File: src/rtl/inst_mem_loader.sv
// Instruction memory loader: assembles big-endian words from a byte stream and writes them from address 0.
// Optional trailing XOR checksum byte is enabled with `define LOADER_CHECKSUM_EN.
module inst_mem_loader #(
   parameter int DEPTH  = 128,
   parameter int ADDR_W = 7
) (
   input  logic              i_clk,
   input  logic              i_rst,
   input  logic              i_start,
   input  logic [7:0]        i_rx_data,
   input  logic              i_rx_valid,
   output logic              o_rx_ready,
   output logic              o_mem_we,
   output logic [ADDR_W-1:0] o_mem_addr,
   output logic [31:0]       o_mem_wdata,
   output logic              o_cpu_hold,
   output logic              o_done,
   output logic              o_error,
   output logic [ADDR_W:0]   o_words_loaded
);

   typedef enum logic [2:0] {
      S_IDLE   = 3'd0,
      S_HEADER = 3'd1,
      S_RECV   = 3'd2,
      S_WRITE  = 3'd3,
`ifdef LOADER_CHECKSUM_EN
      S_CHECK  = 3'd4,
`endif
      S_DONE   = 3'd5
   } state_t;

   state_t            r_state;
   state_t            w_next;
   logic              r_rx_ready;
   logic              r_mem_we;
   logic [31:0]       r_word;
   logic [1:0]        r_byte_idx;
   logic [ADDR_W:0]   r_words;
   logic [ADDR_W:0]   r_n;
   logic              r_hold;
   logic              r_done;
   logic              r_error;
`ifdef LOADER_CHECKSUM_EN
   logic [7:0]        r_xor;
`endif

   logic              w_xfer;
   logic              w_hdr_bad;
   logic [31:0]       w_hdr_ext;
   logic [ADDR_W:0]   w_words_inc;
   logic              w_last;

   assign w_xfer      = i_rx_valid & r_rx_ready;
   assign w_hdr_ext   = {24'd0, i_rx_data};
   assign w_hdr_bad   = (i_rx_data == 8'd0) || (w_hdr_ext > 32'(DEPTH));
   assign w_words_inc = r_words + {{ADDR_W{1'b0}}, 1'b1};
   assign w_last      = (w_words_inc == r_n);

   always_ff @(posedge i_clk) begin
      if (i_rst) begin
         r_state <= S_IDLE;
      end else begin
         r_state <= w_next;
      end
   end

   always_comb begin
      w_next = r_state;
      case (r_state)
         S_IDLE: begin
            if (i_start) w_next = S_HEADER;
            else         w_next = S_IDLE;
         end
         S_HEADER: begin
            if (w_xfer) w_next = w_hdr_bad ? S_DONE : S_RECV;
            else        w_next = S_HEADER;
         end
         S_RECV: begin
            if (w_xfer && (r_byte_idx == 2'd3)) w_next = S_WRITE;
            else                                 w_next = S_RECV;
         end
         S_WRITE: begin
`ifdef LOADER_CHECKSUM_EN
            if (w_last) w_next = S_CHECK;
`else
            if (w_last) w_next = S_DONE;
`endif
            else        w_next = S_RECV;
         end
`ifdef LOADER_CHECKSUM_EN
         S_CHECK: begin
            if (w_xfer) w_next = S_DONE;
            else        w_next = S_CHECK;
         end
`endif
         S_DONE: begin
            if (i_start) w_next = S_HEADER;
            else         w_next = S_DONE;
         end
         default: w_next = S_IDLE;
      endcase
   end

   // Handshake and write strobe are registered from the next state so they line up with r_state.
   always_ff @(posedge i_clk) begin
      if (i_rst) begin
         r_rx_ready <= 1'b0;
         r_mem_we   <= 1'b0;
      end else begin
`ifdef LOADER_CHECKSUM_EN
         r_rx_ready <= (w_next == S_HEADER) || (w_next == S_RECV) || (w_next == S_CHECK);
`else
         r_rx_ready <= (w_next == S_HEADER) || (w_next == S_RECV);
`endif
         r_mem_we   <= (w_next == S_WRITE);
      end
   end

   always_ff @(posedge i_clk) begin
      if (i_rst) begin
         r_word     <= 32'd0;
         r_byte_idx <= 2'd0;
         r_words    <= '0;
         r_n        <= '0;
         r_hold     <= 1'b0;
         r_done     <= 1'b0;
         r_error    <= 1'b0;
`ifdef LOADER_CHECKSUM_EN
         r_xor      <= 8'd0;
`endif
      end else begin
         case (r_state)
            S_IDLE, S_DONE: begin
               if (i_start) begin
                  r_done     <= 1'b0;
                  r_error    <= 1'b0;
                  r_words    <= '0;
                  r_hold     <= 1'b1;
                  r_byte_idx <= 2'd0;
`ifdef LOADER_CHECKSUM_EN
                  r_xor      <= 8'd0;
`endif
               end
            end
            S_HEADER: begin
               if (w_xfer) begin
                  if (w_hdr_bad) begin
                     r_error <= 1'b1;
                     r_hold  <= 1'b0;
                  end else begin
                     r_n <= w_hdr_ext[ADDR_W:0];
                  end
               end
            end
            S_RECV: begin
               // Shifting left places the first byte of each word in bits [31:24].
               if (w_xfer) begin
                  r_word     <= {r_word[23:0], i_rx_data};
                  r_byte_idx <= r_byte_idx + 2'd1;
`ifdef LOADER_CHECKSUM_EN
                  r_xor      <= r_xor ^ i_rx_data;
`endif
               end
            end
            S_WRITE: begin
               r_words <= w_words_inc;
`ifdef LOADER_CHECKSUM_EN
`else
               if (w_last) begin
                  r_done <= 1'b1;
                  r_hold <= 1'b0;
               end
`endif
            end
`ifdef LOADER_CHECKSUM_EN
            S_CHECK: begin
               if (w_xfer) begin
                  r_hold <= 1'b0;
                  if (i_rx_data == r_xor) r_done  <= 1'b1;
                  else                    r_error <= 1'b1;
               end
            end
`endif
            default: begin
               r_hold <= r_hold;
            end
         endcase
      end
   end

   assign o_rx_ready     = r_rx_ready;
   assign o_mem_we       = r_mem_we;
   assign o_mem_addr     = r_words[ADDR_W-1:0];
   assign o_mem_wdata    = r_word;
   assign o_cpu_hold     = r_hold;
   assign o_done         = r_done;
   assign o_error        = r_error;
   assign o_words_loaded = r_words;

endmodule

File: config.mk
export PLATFORM = sky130hd
export DESIGN_NAME = inst_mem_loader
export DESIGN_NICKNAME = d
export VERILOG_FILES = /design/src/rtl/inst_mem_loader.sv
export SDC_FILE = /design/constraint.sdc
export NUM_CORES = 1
export LEC_CHECK = 0
export ABC_AREA = 1
export CAP_MARGIN = 0
export CORE_AREA = 4 4 76 78
export CTS_CLUSTER_SIZE = 12
export DETAILED_ROUTE_END_ITERATION = 8
export DIE_AREA = 0 0 80 82
export PLACE_DENSITY = 0.82
export SYNTH_ARGS = -nofsm -noshare
export SYNTH_HDL_FRONTEND = slang
export SYNTH_SLANG_ARGS = --single-unit
File: constraint.sdc
create_clock -name i_clk -period 2.9 [get_ports i_clk]
set_input_delay 0.58 -clock i_clk [delete_from_list [all_inputs] [get_ports i_clk]]
set_output_delay 0.58 -clock i_clk [all_outputs]
set_load 0.005 [all_outputs]
==> results of run 1 <==
placed cells by master (no fill, tap or decap), drive strengths merged:
cell           instances
buf                    5
clkbuf                10
nor3                   4
nand3                 22
o211ai                 1
a31oi                  1
dfxtp                 58
a21oi                 27
a221oi                 1
clkinv                 1
xnor2                  1
clkdlybuf4s50         63
nor2                  80
nand2                 63
o21bai                 1
clkinvlp               5
inv                   36
o211a                  1
o21ai                 46
xor2                   1
ha                     2
registers in the layout (all words and copies together) (netlist names):
signal          flops
o_mem_wdata        32
o_words_loaded      8
r_n                 8
r_state             3
r_byte_idx          2
o_cpu_hold          1
o_done              1
o_error             1
o_mem_we            1
o_rx_ready          1
layout make-up:
type / count / area share [%]
clock buffers: 10 / 4.03
clock inverters: 6 / 1.24
inverters: 36 / 3.95
multi-input cells: 251 / 34.3
flip-flops and latches: 58 / 34.0
well taps: 70 / 2.56
repair buffers: 68 / 19.9
worst max-delay path, delay by kind of cell:
family | cells | cell delay [ps]
compound gates | 1 | 70
simple gates | 8 | 1070
buf+inv | 2 | 580
Yosys cell counts:
| cell type | number | area (sq um) |
|---|---|---|
| o21ai_1 | 1 | 5.00 |
| nand3_1 | 20 | 100 |
| nand3_2 | 2 | 20.0 |
| nor2_1 | 71 | 267 |
| o211a_1 | 1 | 10.0 |
| nand2_1 | 60 | 225 |
| o21ai_0 | 44 | 220 |
| buf_1 | 1 | 3.75 |
| buf_4 | 11 | 82.6 |
| o21bai_1 | 1 | 7.51 |
| clkbuf_1 | 6 | 22.5 |
| a221oi_1 | 1 | 8.76 |
| a21oi_1 | 27 | 135 |
| dlygate4sd1_1 | 1 | 8.76 |
| xnor2_1 | 1 | 8.76 |
| nor2_2 | 6 | 37.5 |
| buf_2 | 2 | 10.0 |
| nor2_4 | 3 | 33.8 |
| dfxtp_1 | 58 | 1160 |
| inv_2 | 1 | 3.75 |
| nand2_2 | 3 | 18.8 |
| o211ai_1 | 1 | 7.51 |
| ha_1 | 2 | 25.0 |
| nor3_1 | 4 | 20.0 |
| o21ai_2 | 1 | 8.76 |
| xor2_1 | 1 | 8.76 |
| inv_1 | 35 | 131 |
| a31oi_1 | 1 | 6.26 |
report_power, final:
part	internal (uW)	switching (uW)
Sequential	808	7.63
Combinational	50.1	61.5
Clock	330	331
Total	1190	401
stage by stage:
step                      cells  setup slack [ps]  hold WS, ps  cell area, sq um
after floorplan             366              1180          444              2600
after global placement      483               597          452              3240
after detailed placement    483               549          459              3240
after CTS                   499               893          470              3420
after global routing        499               596          502              3420
final                       499               875          470              3420
routing by layer:
| metal | up-vias | share of wire, % |
|---|---|---|
| met5 | - | 0 |
| met4 | 0 | 1.4 |
| met3 | 9 | 7.5 |
| met2 | 65 | 46 |
| met1 | 1133 | 45 |
| li1 | 1276 | - |
cell families after synthesis:
| family | Yosys count | share of synthesized area [%] |
|---|---|---|
| compound gates | 78 | 15.8 |
| xor+xnor | 2 | 0.674 |
| fa+ha+maj | 2 | 0.963 |
| buf+inv | 57 | 10.1 |
| flops | 58 | 44.7 |
| simple gates | 169 | 27.8 |
path summary, 6_finish.rpt:
kind	start	endpoint	slack, ps	cells after the start
hold / removal	o_done$_SDFFE_PP0P_	o_done$_SDFFE_PP0P_	470	2
hold reg to reg	o_done$_SDFFE_PP0P_	o_done$_SDFFE_PP0P_	470	2
setup reg to reg	o_words_loaded[0]$_SDFFE_PP0P_	o_rx_ready$_SDFF_PP0_	940	12
setup / recovery	i_rx_data[7]	o_rx_ready$_SDFF_PP0_	880	11
==> flow_summary_export.csv, run 1 <==
group,metric,value,unit
status,status,"complete, no violations",
global_routing,gr-total-overflow,0,
cells_and_area,regArea,1160,sq um
global_routing,busiest_layer,"met2",
floorplanning,die_height,82,um
timing,fmax,0.494,GHz
timing,period_minus_slack,2020,ps
placement,portBuffers,63,
cts,numCtsBuffers,9,
cts,post_cts_buffers,0,
job,max_cap_violations,0,
cells_and_area,nNetsFinal,438,
critical_path,crit_top_cell,"nand2_1",
synth,avgSynthCellArea,7.10,sq um
timing,setup_viol,0,
synth,syn_inst,366,
cts,cts_tree,"done",
cts,clk_pin_slew,70,ps
global_routing,met1_usage,24.7,%
global_routing,use_met3,6.36,%
placement,place_congestion,0.805,
cts,root_buffer,"clkbuf_8",
cells_and_area,drive_above_1_share,8.62,%
critical_path,crit_slowest_cell,"clkdlybuf4s50_1",
synth,ys_types,28,
placement,post-dp-hpwl,4.40,mm
global_routing,grt_pass1_vias,2321,
timing,min_period_over_period,69.8,%
cells_and_area,fill_cells,471,
critical_path,worstSetupEndpointType,"flop",
floorplanning,die_x,80,um
critical_path,cp-start-kind,"input port",
floorplanning,initial_utilization,51.2,%
synth,ys_ff_latch,58,
cts,clock_path_buffers,2,
global_routing,grt_start_max_net_pins,29,
timing,maxSlewHeadroom,45.5,%
power,p_per_area,465,nW/um^2
drt,routed_wl,5.95,mm
cells_and_area,utilization,67.4,%
power,ir_drop,301,uV
drt,drtIter0Drc,76,
floorplanning,io_pins,64,
timing,setup_tns,0,ps
critical_path,critical_path_class,"input port to flop",
global_routing,grt_pass1_wl,10.3,mm
floorplanning,fp-row-count,26,
cells_and_area,multiInputGateArea,1170,sq um
cells_and_area,area_growth,31.6,%
critical_path,crit_fanout,16,
worst_hold_path,holdCritPathClass,"flop to flop",
drt,viasPerCell,4.98,
cells_and_area,diodes,0,
global_routing,antenna_found_initial,0,
global_routing,met2_usage,32.2,%
timing,timing.final.hold_violations,0,
cts,clk_latency,330,ps
drt,ant_nets,0,
cts,cts_sinks,58,
floorplanning,coreArea,5070,sq um
cts,ctsResizeCount,0,
synth,synth_area,2600,sq um
timing,maxSlewViolCount,0,
cts,hold_buffers,0,
drt,drcViolationCount,0,
synth,seq_area_frac_synth,44.7,%
critical_path,worstPathArrival,2300,ps
global_routing,grt_usage,20.0,%
critical_path,crit_path_cell_trace,"clkdlybuf4s50_1 > inv_1 > nor3_1 > nand2_1 > nand2_1 > nand3_1 > nand2_1 > a21oi_1 > nand2_1 > nand2_1 > nor2_2",
timing,rsz0062_at_grt,"false",
critical_path,critPathMaxStageDelay,510,ps
cts,h-tree-depth,3,
synth,yosysWarnings,0,
critical_path,cp.required,3170,ps
power,cellLeakagePower,0.00131,uW
drt,vias,2483,
timing,worst_slew_pin_slew,814,ps
synth,syn_nets,380,
floorplanning,fp.dieArea,6560,sq um
power,p_total,1590,uW
drt,dr.pass1.iters,5,
timing,fin_skew,6.16,ps
drt,routedWlPerCell,11.9,um
No activity file was read; power rests on OpenSTA's default activity.
==> inputs of run 2 (changes only) <==
--- a/config.mk
+++ b/config.mk
@@ -7,11 +7,11 @@
 export LEC_CHECK = 0
 export ABC_AREA = 1
 export CAP_MARGIN = 0
-export CORE_AREA = 4 4 76 78
+export CORE_AREA = 4 4 82 84
 export CTS_CLUSTER_SIZE = 12
 export DETAILED_ROUTE_END_ITERATION = 8
-export DIE_AREA = 0 0 80 82
-export PLACE_DENSITY = 0.82
+export DIE_AREA = 0 0 86 88
+export PLACE_DENSITY = 0.74
 export SYNTH_ARGS = -nofsm -noshare
 export SYNTH_HDL_FRONTEND = slang
 export SYNTH_SLANG_ARGS = --single-unit
==> constraint.sdc (replaced) <==
create_clock -name i_clk -period 1.67 [get_ports i_clk]
set_input_delay 0.334 -clock i_clk [delete_from_list [all_inputs] [get_ports i_clk]]
set_output_delay 0.334 -clock i_clk [all_outputs]
set_load 0.005 [all_outputs]
==> flow_summary_export.csv, run 2 (synthesis results as in run 1) <==
group,metric,value,unit
status,status,"finished with violations",
status,violations,"setup timing",
cells_and_area,final_cell_mix,"nor2_1, clkdlybuf4s50_1, nand2_1",
timing,timing.final.hold_violations,0,
drt,routedWlPerCell,12.5,um
cts,numCtsBuffers,9,
timing,setup_slack,-48.6,ps
critical_path,path_buf_inv,1,
power,power_switching,665,uW
cells_and_area,area_growth,45.6,%
floorplanning,fp.dieArea,7570,sq um
cts,clk_pin_slew,60,ps
placement,portBuffers,63,
timing,fmax,0.582,GHz
placement,place_ws,-262,ps
cts,cts_sinks,58,
floorplanning,die_height,88,um
critical_path,critical_path_class,"flop to flop",
timing,setup_viol,1,
drt,dr.pass1.iters,4,
global_routing,grt_pass1_vias,2571,
cts,clk_latency,330,ps
worst_hold_path,holdCritPathClass,"flop to flop",
cells_and_area,utilization,63.9,%
power,power_frac_comb,8.7,%
global_routing,grt_start_max_net_pins,38,
power,swShare,23.9,%
job,max_cap_violations,0,
cells_and_area,final_common_cell,"nor2_1",
global_routing,gr-total-overflow,0,
critical_path,path_delay_family,"simple AND/OR/NAND/NOR gates",
cts,h-tree-depth,3,
timing,fin_skew,7.32,ps
drt,vias,2588,
cts,cts_tree,"done",
power,cellLeakagePower,0.00158,uW
critical_path,cp-start-kind,"flop",
timing,maxSlewViolCount,0,
power,clockPowerShare,40.6,%
placement,place_congestion,0.860,
placement,post_dp_cell_area,3430,sq um
global_routing,grt_usage,18.5,%
critical_path,crit_slowest_cell,"dfxtp_4",
critical_path,crit_path_cell_trace,"buf_6 > nand2_2 > nor2_4 > nand3_2 > nand3_2 > nand2_2 > nor2_4 > nand3_2 > a21oi_2 > nand2_1 > nand2_1 > nor2_2",
global_routing,grt_pass1_wl,11.2,mm
cells_and_area,largest_reg_flops,32,
critical_path,cp.required,1900,ps
cells_and_area,nNetsFinal,463,
power,p_int,2120,uW
floorplanning,fp-row-count,28,
timing,period_minus_slack,1720,ps
drt,drtIter0Drc,71,
placement,post-dp-hpwl,4.57,mm
cts,hold_buffers,0,
cells_and_area,diodes,0,
cells_and_area,design_area,3780,sq um
critical_path,worstSetupEndpointType,"flop",
drt,routed_wl,6.58,mm
critical_path,worstPathArrival,1950,ps
drt,ant_nets,0,
power,seqPwrFrac,50.7,%
timing,rsz0062_at_grt,"true",
cts,root_buffer,"clkbuf_8",
drt,viasPerCell,4.90,
power,ir_drop,623,uV
timing,maxSlewHeadroom,76.8,%
cells_and_area,drive_above_1_share,20.3,%
floorplanning,io_pins,64,
critical_path,crit_top_cell,"nand3_2",
power,p_per_area,737,nW/um^2
floorplanning,initial_utilization,43.9,%
floorplanning,coreArea,5920,sq um
critical_path,critPathMaxStageDelay,360,ps
timing,min_period_over_period,103,%
drt,drcViolationCount,0,
floorplanning,die_x,86,um
critical_path,crit_fanout,6,
timing,worst_slew_pin_slew,347,ps
cts,clock_path_buffers,2,
global_routing,antenna_found_initial,0,
-- run 2: cell count changes in the layout (fill, tap and decap cells not counted), sizes merged --
cell           change
buf               +25
clkbuf             +2
clkdlybuf4s50      -6
clkinv             +2
clkinvlp           -5
dlygate4sd2        +1
dlymetal6s2s       +5
-- run 2: layout make-up --
type	instances	area [sq um]
fillers	506	2140
clock buffers	12	155
flip-flops and latches	58	1180
well taps	75	93.8
inverters	36	135
repair buffers	93	916
multi-input cells	251	1290
clock inverters	3	15.0
-- run 2: per-layer routing --
layer	vias up	track usage [%]	wire, um
met5	-	0	0
li1	1329	-	-
met1	1188	21.9	2790
met4	0	8.20	71
met3	7	7.90	504
met2	64	29.2	3210
-- run 2: through the flow --
step	total power (uW)	hold WS [ps]	setup TNS [ps]	instances
floorplan	1560	444	0	366
global placement	1670	453	-1790	509
detailed placement	1680	457	-2350	509
CTS	2810	468	-3.65	525
global route	2910	486	-732	528
finish	2790	469	-48.6	528
-- run 2: final timing paths --
path                                                     start               endpoint  slack (ps)  cells after the start
worst min-delay path                       o_done$_SDFFE_PP0P_    o_done$_SDFFE_PP0P_         470                      2
worst max-delay path            o_words_loaded[0]$_SDFFE_PP0P_  o_rx_ready$_SDFF_PP0_         -50                     12
worst max register to register  o_words_loaded[0]$_SDFFE_PP0P_  o_rx_ready$_SDFF_PP0_         -50                     12
worst min register to register             o_done$_SDFFE_PP0P_    o_done$_SDFFE_PP0P_         470                      2
-- run 2: power by group through the flow --
stage,registers [uW],clock network (uW),logic [uW]
after CTS,1410,1160,236
after global routing,1410,1220,275
final,1410,1130,243
after global placement,1450,0,228
after floorplan,1450,0,116
after detailed placement,1450,0,231
-- run 2: tightest hold or removal path, cell delays in order (launching register included) --
cell	delay, ps
dfxtp_1	310
nand2_1	60
a21oi_1	50
-- run 2: what timing repair did --
action / in CTS / in global routing
setup endpoints to repair: 11 / 26
setup buffers: 1 / 3
pin swaps: 9 / 15
resized for setup: 17 / 32
==> variant: new RTL, settings of run 1 <==
Change the parameter `DEPTH` from 128 to 64.
--- a/src/rtl/inst_mem_loader.sv
+++ b/src/rtl/inst_mem_loader.sv
@@ -2,5 +2,5 @@
 // Optional trailing XOR checksum byte is enabled with `define LOADER_CHECKSUM_EN.
 module inst_mem_loader #(
-   parameter int DEPTH  = 128,
+   parameter int DEPTH  = 64,
    parameter int ADDR_W = 7
 ) (
Function: changed (Yosys sat finds a counterexample within 4 cycles, from zero or initial values and one cycle with i_rst high).
==> variant against run 1 <==
  * Worst hold slack worse by 0.010 ns
  * Routed wire length grew 3.3%
  * Clock power rose by 11%
  * Setup slack better by 0.0039 ns
  * Sequential cell count is the same
  * Design area increased by 1.2%
  * Synthesized area rose by 1.1%
  * Fmax up 0.19%
  * Total power increased by 3.8%
  * Critical endpoint unchanged
==> variant: results (changes against run 1) <==
GRT
  – First-pass GRT wire length: 10,600 um (+3.1%)
  – Met2 GRT Util: 35.4% (+3.2 points)
  – Via count of the first global-routing pass: 2,399 (+3.4%)
  – Fraction of met1 tracks used by global routing: 24.5% (-0.20 points)

Placed design
  – Number of placed instances, taps included: 497 (+2.9%)
  – Routability congestion estimate from global placement: 0.895 (+11%)
  – HPWL Detailed: 4440 um (+0.91%)
  – Cell area reported after detailed placement: 3270 sq um (+0.97%)
  – Pre-CTS WS: 0.680 ns (+0.131 ns)

Cells and area
  – Total number of nets in the final design: 452 (+3.2%)
  – Final standard cell count with taps included and fillers excluded: 511 (+2.4%)
  – Fillcell total: 473 (+0.42%)
  – Fraction of layout instances using a drive strength above 1: 7.71% (-0.91 points)

Routing
  – Met3 wire length: 293 um (-34%)
  – Met2 wire len: 3010 um (+9.0%)
  – Number of vias per cell after detailed routing: 5.01 (+0.72%)
  – First-pass DRT Iterations: 4 (-1)
  – Wire per inst: 12.0 um (+0.85%)
  – Number of DRC violations after detailed-routing iteration 0: 120 (+58%)
  – Wire length the detailed router placed on met1: 2750 um (+3.4%)

Logic synthesis
  – Fraction of the mapped netlist area in compound gates: 14.0% (-1.8 points)
  – Number of nets produced by synthesis: 393 (+3.4%)
  – Synthesized-area fraction occupied by xor and xnor cells: 0.667% (-0.0071 points)
  – Commonest cells in the synthesized netlist: 85 x sky130_fd_sc_hd__nor2_1, 63 x sky130_fd_sc_hd__nand2_1, 58 x sky130_fd_sc_hd__dfxtp_1
  – Sequential element share of the synthesized area: 44.2% (-0.47 points)
  – Top post-synthesis cells by area: sky130_fd_sc_hd__dfxtp_1 44%, sky130_fd_sc_hd__nor2_1 12%, sky130_fd_sc_hd__nand2_1 9.0%, sky130_fd_sc_hd__o21ai_0 8.4%, sky130_fd_sc_hd__inv_1 4.9%
  – Post-synthesis cell count: 379 (+3.6%)

STA
  – Slew at the pin closest to its max-slew limit: 0.765 ns (-0.0496 ns)
  – Final clock period utilization by the worst path: 69.7% (-0.13 points)

Power
  – Seq group: 0.813 mW (about the same)
  – Power dissipated in the clock network: 0.735 mW (+11%)
  – Power density of the placed cells: 477 nW/um^2 (+2.5%)
  – Worst supply voltage drop on vdd: 0.000343 V (+14%)

Worst setup path
  – Longest individual stage delay on the worst path: 0.53 ns (+0.02 ns)
  – Data arrival time of the worst path: 2.25 ns (-0.05 ns)
  – Reg-to-reg setup timing slack: 0.88 ns (-0.06 ns)
  – Critical-path top delay cell: sky130_fd_sc_hd__dfxtp_1
  – CP max FO: 8 (-8)

Status
  – Status: finished clean
==> variant: cell count changes after synthesis, moves of 2 or more <==
cell and delta:
sky130_fd_sc_hd__nor3_1 -2, sky130_fd_sc_hd__nand2_1 +3, sky130_fd_sc_hd__a21oi_1 -4, sky130_fd_sc_hd__nor2_1 +14
sky130_fd_sc_hd__nand3_1 +4, sky130_fd_sc_hd__buf_2 +3, sky130_fd_sc_hd__buf_4 -4, sky130_fd_sc_hd__clkbuf_1 +2
==> variant: cell type report <==
cell class,count,area (sq um),share of cell area (%)
well taps,70,87.6,2.53
clock inverters,3,40.0,1.16
clock buffers,11,151,4.37
repair buffers,69,676,19.5
flip-flops and latches,58,1160,33.6
inverters,36,135,3.90
multi-input cells,264,1210,35.0
==> variant: path summary, 6_finish.rpt <==
| kind | end | depth (start not counted) | start |
|---|---|---|---|
| max | o_rx_ready | 12 | o_words_loaded[0] |
| min | o_done | 2 | o_done |
| max reg2reg | o_rx_ready | 12 | o_words_loaded[0] |
| min reg2reg | o_done | 2 | o_done |
